File: src/rtl/serial_addsub.sv
// Bit-serial two's-complement adder/subtractor: WIDTH+1 edges from start to done, one op per WIDTH+2 cycles.
// start is ignored outside IDLE; optional signed-overflow output under SERIAL_ADDSUB_OVF_EN.
module serial_addsub #(
    parameter int WIDTH = 4
) (
    input  logic             clk,
    input  logic             rst_n,
    input  logic             start,
    input  logic [WIDTH-1:0] a,
    input  logic [WIDTH-1:0] b,
    input  logic             m,
    output logic             busy,
    output logic             done,
    output logic [WIDTH-1:0] sum,
    output logic             cout
`ifdef SERIAL_ADDSUB_OVF_EN
    ,
    output logic             ovf
`endif
);

    localparam int CW = (WIDTH > 2) ? $clog2(WIDTH) : 1;

    typedef enum logic [1:0] {
        IDLE  = 2'd0,
        SHIFT = 2'd1,
        DONE  = 2'd2
    } state_t;

    state_t           state;
    state_t           state_nxt;
    logic [WIDTH-1:0] a_sr;
    logic [WIDTH-1:0] b_sr;
    logic [WIDTH-1:0] res_sr;
    logic [WIDTH-1:0] res_nxt;
    logic             carry;
    logic [CW-1:0]    cnt;
    logic             s_bit;
    logic             c_nxt;
    logic             last;

    assign s_bit   = a_sr[0] ^ b_sr[0] ^ carry;
    assign c_nxt   = (a_sr[0] & b_sr[0]) | (a_sr[0] & carry) | (b_sr[0] & carry);
    assign last    = (cnt == CW'(WIDTH - 1));
    // Result bits enter at the MSB so after WIDTH shifts bit 0 sits at position 0.
    assign res_nxt = (res_sr >> 1) | (WIDTH'(s_bit) << (WIDTH - 1));

    always_ff @(posedge clk or negedge rst_n) begin
        if (!rst_n) begin
            state <= IDLE;
        end else begin
            state <= state_nxt;
        end
    end

    always_comb begin
        state_nxt = state;
        busy      = 1'b0;
        done      = 1'b0;
        case (state)
            IDLE: begin
                if (start) begin
                    state_nxt = SHIFT;
                end
            end
            SHIFT: begin
                busy = 1'b1;
                if (last) begin
                    state_nxt = DONE;
                end
            end
            DONE: begin
                done      = 1'b1;
                state_nxt = IDLE;
            end
            default: begin
                state_nxt = IDLE;
            end
        endcase
    end

    always_ff @(posedge clk or negedge rst_n) begin
        if (!rst_n) begin
            a_sr   <= '0;
            b_sr   <= '0;
            res_sr <= '0;
            carry  <= 1'b0;
            cnt    <= '0;
            sum    <= '0;
            cout   <= 1'b0;
        end else begin
            case (state)
                IDLE: begin
                    if (start) begin
                        // Subtract as A + ~B + 1: invert B and seed the carry with m.
                        a_sr  <= a;
                        b_sr  <= b ^ {WIDTH{m}};
                        carry <= m;
                        cnt   <= '0;
                    end
                end
                SHIFT: begin
                    a_sr   <= a_sr >> 1;
                    b_sr   <= b_sr >> 1;
                    carry  <= c_nxt;
                    res_sr <= res_nxt;
                    cnt    <= cnt + CW'(1);
                    if (last) begin
                        sum  <= res_nxt;
                        cout <= c_nxt;
                    end
                end
                default: begin
                end
            endcase
        end
    end

`ifdef SERIAL_ADDSUB_OVF_EN
    // On the last bit, carry holds the carry into the MSB stage.
    always_ff @(posedge clk or negedge rst_n) begin
        if (!rst_n) begin
            ovf <= 1'b0;
        end else if (state == SHIFT && last) begin
            ovf <= carry ^ c_nxt;
        end
    end
`endif

endmodule

File: config.mk
export PLATFORM = sky130hd
export DESIGN_NAME = serial_addsub
export DESIGN_NICKNAME = d
export VERILOG_FILES = /design/src/rtl/serial_addsub.sv
export SDC_FILE = /design/constraint.sdc
export NUM_CORES = 1
export LEC_CHECK = 0
export CORE_MARGIN = 5
export CORE_UTILIZATION = 29
export DETAILED_ROUTE_END_ITERATION = 6
export REMOVE_ABC_BUFFERS = 1
export SKIP_LAST_GASP = 1
export SYNTH_ARGS = -nofsm -noshare
export SYNTH_HDL_FRONTEND = slang
export SYNTH_SLANG_ARGS = --single-unit
File: constraint.sdc
create_clock -name clk -period 1.5 [get_ports clk]
set_input_delay 0.3 -clock clk [delete_from_list [all_inputs] [get_ports clk]]
set_output_delay 0.3 -clock clk [all_outputs]
set_load 0.1 [all_outputs]
# After elaboration in Yosys (flattened, before gate mapping)

Index checks and enable logic that the tools add are counted.

Bits of input ports: 12
Memories: 0
Memory bits (writable): 0
Latch bits: 0
ROM bits: 0
Register bits: 22

Multiply operators: 0
Equality and inequality tests: 5
Shift operators: 0
Bitwise gates (word level): 9
Divide/modulo/power cells: 0
Add/sub/neg operators: 1
Magnitude comparators: 0
Multiplexer cells: 13
Reduce and logical (&&, ||, !) cells: 5

Operators with widths:

| operator                                      | number |
|---|---|
| case mux 4 bit (2 select lines)               | 2 |
| two-way mux 4 bit                             | 2 |
| case mux 2 bit (2 select lines)               | 2 |
| two-way mux 2 bit                             | 3 |
| AND reduction 2 bit                           | 3 |
| == test 2 bit, second input constant          | 2 |
| != test 2 bit, second input constant          | 2 |
| bitwise OR 3 x 4 -> 4 bit                     | 1 |
| XOR 4 bit                                     | 1 |
| AND 1 bit                                     | 3 |
| two-way mux 1 bit                             | 3 |
| adder 2 x 1 -> 2 bit, second input constant   | 1 |
| == test 2 x 1 -> 1 bit, second input constant | 1 |
| zero test 2 bit                               | 1 |
| bitwise OR 1 bit                              | 2 |
| case mux 1 bit (2 select lines)               | 1 |
| nonzero test 2 bit                            | 1 |
| XOR 1 bit                                     | 2 |

# Longest topological paths before layout

Gate-level depths: netlist of the first run.

Depth in word-level cells: 4
Depth in mapped cells: 5
Mapped depth without buffers: 4

# Worst setup path after synthesis of the first run

OpenSTA, ideal clock, no wires.

Path kind: register to output
From: register state[0]
To: output done
Required time: 1,200 ps
Buffers on the path: 1
Data arrival time: 1,793 ps
Stages on the path, launching flop included: 3
Setup slack: -593 ps
Path through: dfrtp_1 > buf_2 > nor2_1

Word-level cells in the longest chain between the ends: 2

RTL lines:

| element                | line | RTL |
|---|---|---|
| start, declared        | 30   | `state_t state;` |
| start signal, assigned | 52   | `state <= state_nxt;` |
| == test 2 bit          | 60   | `case (state)` |
| two-way mux 1 bit      | 60   |  |
| end, declared          | 13   | `output logic done,` |

Every way passes these cells.

# Worst setup path in the final report of the first run

From: register state[1]
To: output done

The elaborated chain is that of the path after synthesis.

==> results of run 1 <==
-- path summary, 6_finish.rpt --
path                               start        to
worst max-delay path            state[1]      done
worst min-delay path               rst_n     carry
worst max register to register  state[1]   b_sr[0]
worst min register to register   a_sr[1]   a_sr[1]
max in group asynchronous          rst_n  state[1]
min in group clk                 a_sr[1]   a_sr[1]
-- metal layers --
metal / share of wire (%) / wire length (um)
met1: 46 / 856
met2: 47 / 881
met3: 5.7 / 106
met4: 0.75 / 14
met5: 0 / 0
-- flip-flops by register name, indices dropped and copies added, names as in the netlist --
signal / flops
carry: 1
b_sr: 4
res_sr: 3
cnt: 2
cout: 1
a_sr: 4
sum: 4
state: 2
-- layout make-up --
cell class	count	area, um^2
Fill cell	331	1923
Tap cell	46	57.56
Inverter	3	11.26
Timing Repair Buffer	28	329.1
Sequential cell	21	526.8
Clock buffer	3	22.52
Clock inverter	1	5.005
Multi-Input combinational cell	47	409.1
-- power by group through the flow --
stage	Clock (mW)	Sequential, mW	Combinational [mW]
after global placement	0	1.02	1.80
after floorplan	0	1.43	0.774
after detailed placement	0	1.03	1.86
final	0.273	1.02	1.96
after global routing	0.318	1.05	2.07
after CTS	0.284	1.02	1.89
-- kinds of logic after synthesis --
group	after synthesis	share of synthesized area [%]
AO/OA/AOI/OAI	17	12.90
XOR/XNOR	4	3.613
AND/OR/NAND/NOR	15	9.161
flip-flops	21	54.19
buffers and inverters	7	4.386
multiplexers	9	12.39
adder cells (fa/ha/maj)	2	3.355
-- metrics by stage --
stage,setup TNS (ps),hold WS (ps),setup slack [ps]
5_1_grt,-20.12,318.1,-20.12
2_1_floorplan,-3024,4.409,-615.8
6_report,0,318.3,54.95
4_1_cts,-48.21,324.1,-48.21
3_5_place_dp,-248.4,474.8,-104.9
3_3_place_gp,-30.90,470.6,-16.63
-- worst max-delay path: cells and delay by family (launching register included) --
| family | cells | cell delay (ps) |
|---|---|---|
| flops | 1 | 470 |
| simple gates | 1 | 120 |
| buf+inv | 2 | 260 |
-- placed cells by master, fill, tap and decap left out, drive strengths merged --
| cell | netlist | final |
|---|---|---|
| dfrtp | 21 | 21 |
| buf | 3 | 17 |
| clkdlybuf4s50 | 0 | 11 |
| mux2 | 9 | 9 |
| o21ai | 6 | 6 |
| nor2 | 6 | 6 |
| nand2 | 5 | 5 |
| xnor2 | 4 | 4 |
| a22oi | 3 | 3 |
| clkbuf | 1 | 3 |
| a221o | 3 | 3 |
| inv | 3 | 3 |
| a21oi | 2 | 2 |
| nor2b | 2 | 2 |
| o21bai | 1 | 1 |
| and3b | 1 | 1 |
| or3b | 1 | 1 |
| a32o | 1 | 1 |
| a22o | 1 | 1 |
| fa | 1 | 1 |
| ha | 1 | 1 |
| clkinv | 0 | 1 |
-- timing repair --
action                     in CTS  in global routing
gates resized for setup         2                  3
cloned                          0                  0
hold buffers                    0                  0
hold endpoints to repair        0                  0
setup buffers                   1                  4
setup endpoints to repair       2                  2
pin swaps                       0                  0
==> out/metrics.yaml, run 1 <==
finish:
  final_cell_count_no_fill: 149
  final_core_util_pct: 41.45
  final_area_mm2: 0.001361
  drive_above_1_share_pct: 37.86
  area_delta_synth_final_pct: 40.39
  n_antenna_cell: 0
  nNetsFinal: 118
timing:
  clock_skew_ps: 15.71
  fin_crit_sh_pct: 96.34
  final.min_clock_period_ps: 1445
  final_hold_viol_count: 0
  tightest_slew_ps: 448.9
  setup_viol: 0
  slew_violations: 0
  slew_headroom_pct: 70.06
  max_freq_ghz: 0.6920
global_route:
  gr-usage-met1_pct: 10.88
  grt_max_degree: 22
  overflow: 0
  grt_use_met2_pct: 15.07
  grt_pass1_vias: 718
  grt_pass1_wl_mm: 3.174
  grt-busiest-layer: "met2"
  grt_usage_pct: 9.000
  antenna_found_initial: 0
  use_met3_pct: 3.120
route:
  avgRoutedWirePerCell_um: 12.46
  drc: 0
  final_antenna_net_count: 0
  vias: 682
  dr.first_iter.drc_count: 12
  vias_per_cell: 4.577
  wirelength_mm: 1.857
  first_pass_iters: 3
yosys:
  ys_ff_latch: 21
  avgSynthCellArea_um2: 12.93
  synth_top_area_share_pct: 54.19
  synth_commonest_cells: "dfrtp_1, nor2_1, o21ai_0, mux2_4"
  yosysTopAreaCell: "dfrtp_1"
  synth-edff-count: 0
  synth_warnings: 0
  async_flop_share_pct: 100.0
  yosys-top-cells-area: "dfrtp_1, mux2_4, mux2_2"
  syn_inst: 75
  ys_types: 25
  synth-seq-area-share_pct: 54.19
  netlist_area_um2: 969.7
  synth_ff_type: "dfrtp_1"
  synth_most_common_cell: "dfrtp_1"
worst_setup_path:
  rr_worst_depth: 3
  crit_path_max_fanout: 7
  endpoint_kind: "output pin"
  path_cells: "inv_2 -> nor2_4 -> buf_12"
  cpMaxStageDelayCell: "dfrtp_2"
  rrSetupSlack_ps: 100
  crit_type: "register to output pin"
  startpoint_type: "register"
  crit_arrival_ps: 1150
  max_stage_delay_ps: 470
  required_ps: 1200
pwr:
  seq_power_share_pct: 31.3
  p_leak_nw: 0.6225
  finalPower_mw: 3.248
  p_comb_share_pct: 60.3
  clockPowerShare_pct: 8.4
  powerDensity_mw_per_mm2: 2386
  p_int_mw: 1.814
  p_sw_share_pct: 44.16
  peakVddDrop_mv: 0.7378
  p_sw_mw: 1.434
die:
  start_util_pct: 29.52
  core_mm2: 0.003284
  ioPinCount: 19
  die_area_mm2: 0.004600
  die_h_um: 67.83
  dieWidth_um: 67.83
  fp-row-count: 21
place:
  placedCellCount: 140
  placed_area_mm2: 0.001284
  place.gp.congestion: 0.7279
  dp_hpwl_mm: 1.393
  io_buffers: 18
status:
  status: "finished, final reports clean"
worst_hold_path:
  worstHoldPathType: "input port to asynchronous set/reset pin"
cts:
  tritoncts: "built"
  clkTransAtPathRegs_ps: 130
  htreeDepth: 1
  cts_sinks: 21
  cts_buffer_depth: 2
  clkLatencyLatePin_ps: 310
  cts_buffers: 3
  cts-root-buf: "clkbuf_4"
run:
  max_cap_violations: 0
Power figures use the tool's default switching activity.
==> run 2, diff against run 1 <==
- SLEW_MARGIN: default -> 30
- clock period: 1.5 -> 1.72 ns (I/O delays scaled with it)
==> out/metrics.yaml, run 2 (synthesis gave the netlist of run 1 again) <==
finish:
  final_area_mm2: 0.001296  # was 0.001361 mm^2
  final_cell_mix: "dfrtp_1, clkdlybuf4s50_1, buf_12"  # was dfrtp_1, clkdlybuf4s50_1, buf_4
  reg_top3: "a_sr: 4 flops, b_sr: 4 flops, sum: 4 flops"  # unchanged
  drive_above_1_share_pct: 30.21  # was 37.86%
  n_antenna_cell: 0  # unchanged
  area_delta_synth_final_pct: 33.68  # was 40.39%
  layout_commonest_cell: "dfrtp_1"  # unchanged
  nNetsFinal: 111  # was 118
cts:
  htreeDepth: 1  # unchanged
  cts_buffers: 3  # unchanged
  cts-root-buf: "clkbuf_4"  # unchanged
  tritoncts: "built"  # unchanged
  clkLatencyLatePin_ps: 300  # was 310 ps
  cts_sinks: 21  # unchanged
  clkTransAtPathRegs_ps: 110  # was 130 ps
  cts_buffer_depth: 2  # unchanged
place:
  placed_area_mm2: 0.001261  # was 0.001284 mm^2
  place.gp.congestion: 0.7215  # was 0.7279
  dp_hpwl_mm: 1.274  # was 1.393 mm
  io_buffers: 18  # unchanged
timing:
  setup_viol: 0  # unchanged
  rsz0062_at_grt: "no"
  max_freq_ghz: 0.6173
  slew_violations: 0  # unchanged
  fin_crit_sh_pct: 94.18
  final_hold_viol_count: 0  # unchanged
  whs_ps: 370.7  # was 318.3 ps
  final.min_clock_period_ps: 1620
  slew_headroom_pct: 72.16  # was 70.06%
  tightest_slew_ps: 417.4  # was 448.9 ps
  clock_skew_ps: 0.6972  # was 15.71 ps
pwr:
  powerDensity_mw_per_mm2: 2079  # was 2386 mW/mm^2
  p_leak_nw: 0.5840  # was 0.6225 nW
  p_sw_mw: 1.199  # was 1.434 mW
  peakVddDrop_mv: 0.6108  # was 0.7378 mV
  clockPowerShare_pct: 8.7  # was 8.4%
  p_int_mw: 1.496  # was 1.814 mW
  seq_power_share_pct: 32.9  # was 31.3%
  p_sw_share_pct: 44.49  # was 44.16%
  p_comb_share_pct: 58.4  # was 60.3%
route:
  avgRoutedWirePerCell_um: 12.15  # was 12.46 um
  dr.first_iter.drc_count: 16  # was 12
  vias: 629  # was 682
  final_antenna_net_count: 0  # unchanged
  wirelength_mm: 1.725  # was 1.857 mm
  vias_per_cell: 4.430  # was 4.577
  first_pass_iters: 4  # was 3
  drc: 0  # unchanged
worst_setup_path:
  crit_path_max_fanout: 10  # was 7
  worstReg2RegStart: "state[1]"  # unchanged
  crit_arrival_ps: 1280  # was 1150 ps
  startpoint_type: "register"  # unchanged
  endpoint_kind: "output pin"  # unchanged
  setup.worst_path.start: "state[1]"  # unchanged
  crit_type: "register to output pin"  # unchanged
  required_ps: 1380  # was 1200 ps
  rr_worst_depth: 4  # was 3
global_route:
  antenna_found_initial: 0  # unchanged
  overflow: 0  # unchanged
  grt_usage_pct: 8.261  # was 9.000%
  grt_pass1_vias: 646  # was 718
  grt_max_degree: 22  # unchanged
  grt_pass1_wl_mm: 2.904  # was 3.174 mm
die:
  dieWidth_um: 67.83  # unchanged
  ioPinCount: 19  # unchanged
  core_mm2: 0.003284  # unchanged
  start_util_pct: 29.52  # unchanged
  fp-row-count: 21  # unchanged
  die_h_um: 67.83  # unchanged
  die_area_mm2: 0.004600  # unchanged
worst_hold_path:
  worstHoldPathType: "input port to asynchronous set/reset pin"  # unchanged
run:
  max_cap_violations: 0  # unchanged
status:
  status: "finished, final reports clean"  # unchanged
==> run 2: cell count changes in the layout (fill, tap and decap cells not counted), sizes merged <==
cell    change
clkbuf      +1
clkinv      -1
buf         -7
==> run 2: final cells by class <==
class	instances	area, um^2
well taps	46	57.56
repair buffers	21	272.8
multi-input cells	47	401.6
clock buffers	4	26.28
flip-flops and latches	21	526.8
inverters	3	11.26
fillers	334	1988
==> run 2: power by group through the flow <==
stage	Clock, mW	Sequential (mW)	Combinational, mW
3_5_place_dp	0	0.896	1.56
6_report	0.235	0.886	1.57
5_1_grt	0.261	0.916	1.67
3_3_place_gp	0	0.886	1.54
2_1_floorplan	0	1.25	0.675
4_1_cts	0.243	0.889	1.59
==> run 2: repair_timing <==
item | in CTS | in global routing
hold buffers | 0 | 0
buffers inserted | 1 | 0
resized for setup | 1 | 0
setup endpoints to repair | 2 | 0
==> run 2: per-stage QoR <==
stage	setup slack (ps)	total power [mW]	std cells	TNS (ps)	util, %
floorplan	-439.8	1.925	71	-924.3	-
detailed placement	111.4	2.459	137	0	38.40
global placement	135.3	2.427	137	0	38.40
finish	100.1	2.695	142	0	39.47
global route	31.44	2.852	142	0	39.47
CTS	84.19	2.719	142	0	39.47
==> run 2: path summary, 6_finish.rpt <==
path / end / slack (ps)
setup / recovery: done / 100
hold / removal: cout / 370
setup reg to reg: sum[3] / 310
hold reg to reg: a_sr[3] / 520
max in group asynchronous: state[1] / 1120
min in group clk: a_sr[3] / 520
==> run 2: metal layers <==
layer	vias to the layer above	GRT usage [%]	share of wire (%)	routed length (um)
li1	302	-	-	-
met1	308	11.15	50	860
met2	17	13.24	44	751
met3	2	2.956	6.1	105
met4	0	0.7444	0.46	8
met5	-	0	0	0
==> run 2: worst max-delay path: stages, from the launching register on <==
cell and delay, ps:
dfrtp_2 490, inv_1 80, nor2_1 190, buf_12 200
==> run 3, diff against run 2 <==
- HOLD_SLACK_MARGIN: default -> 0.15
==> results of run 3 <==
Final layout, timing and power as in run 2 (identical DEF).
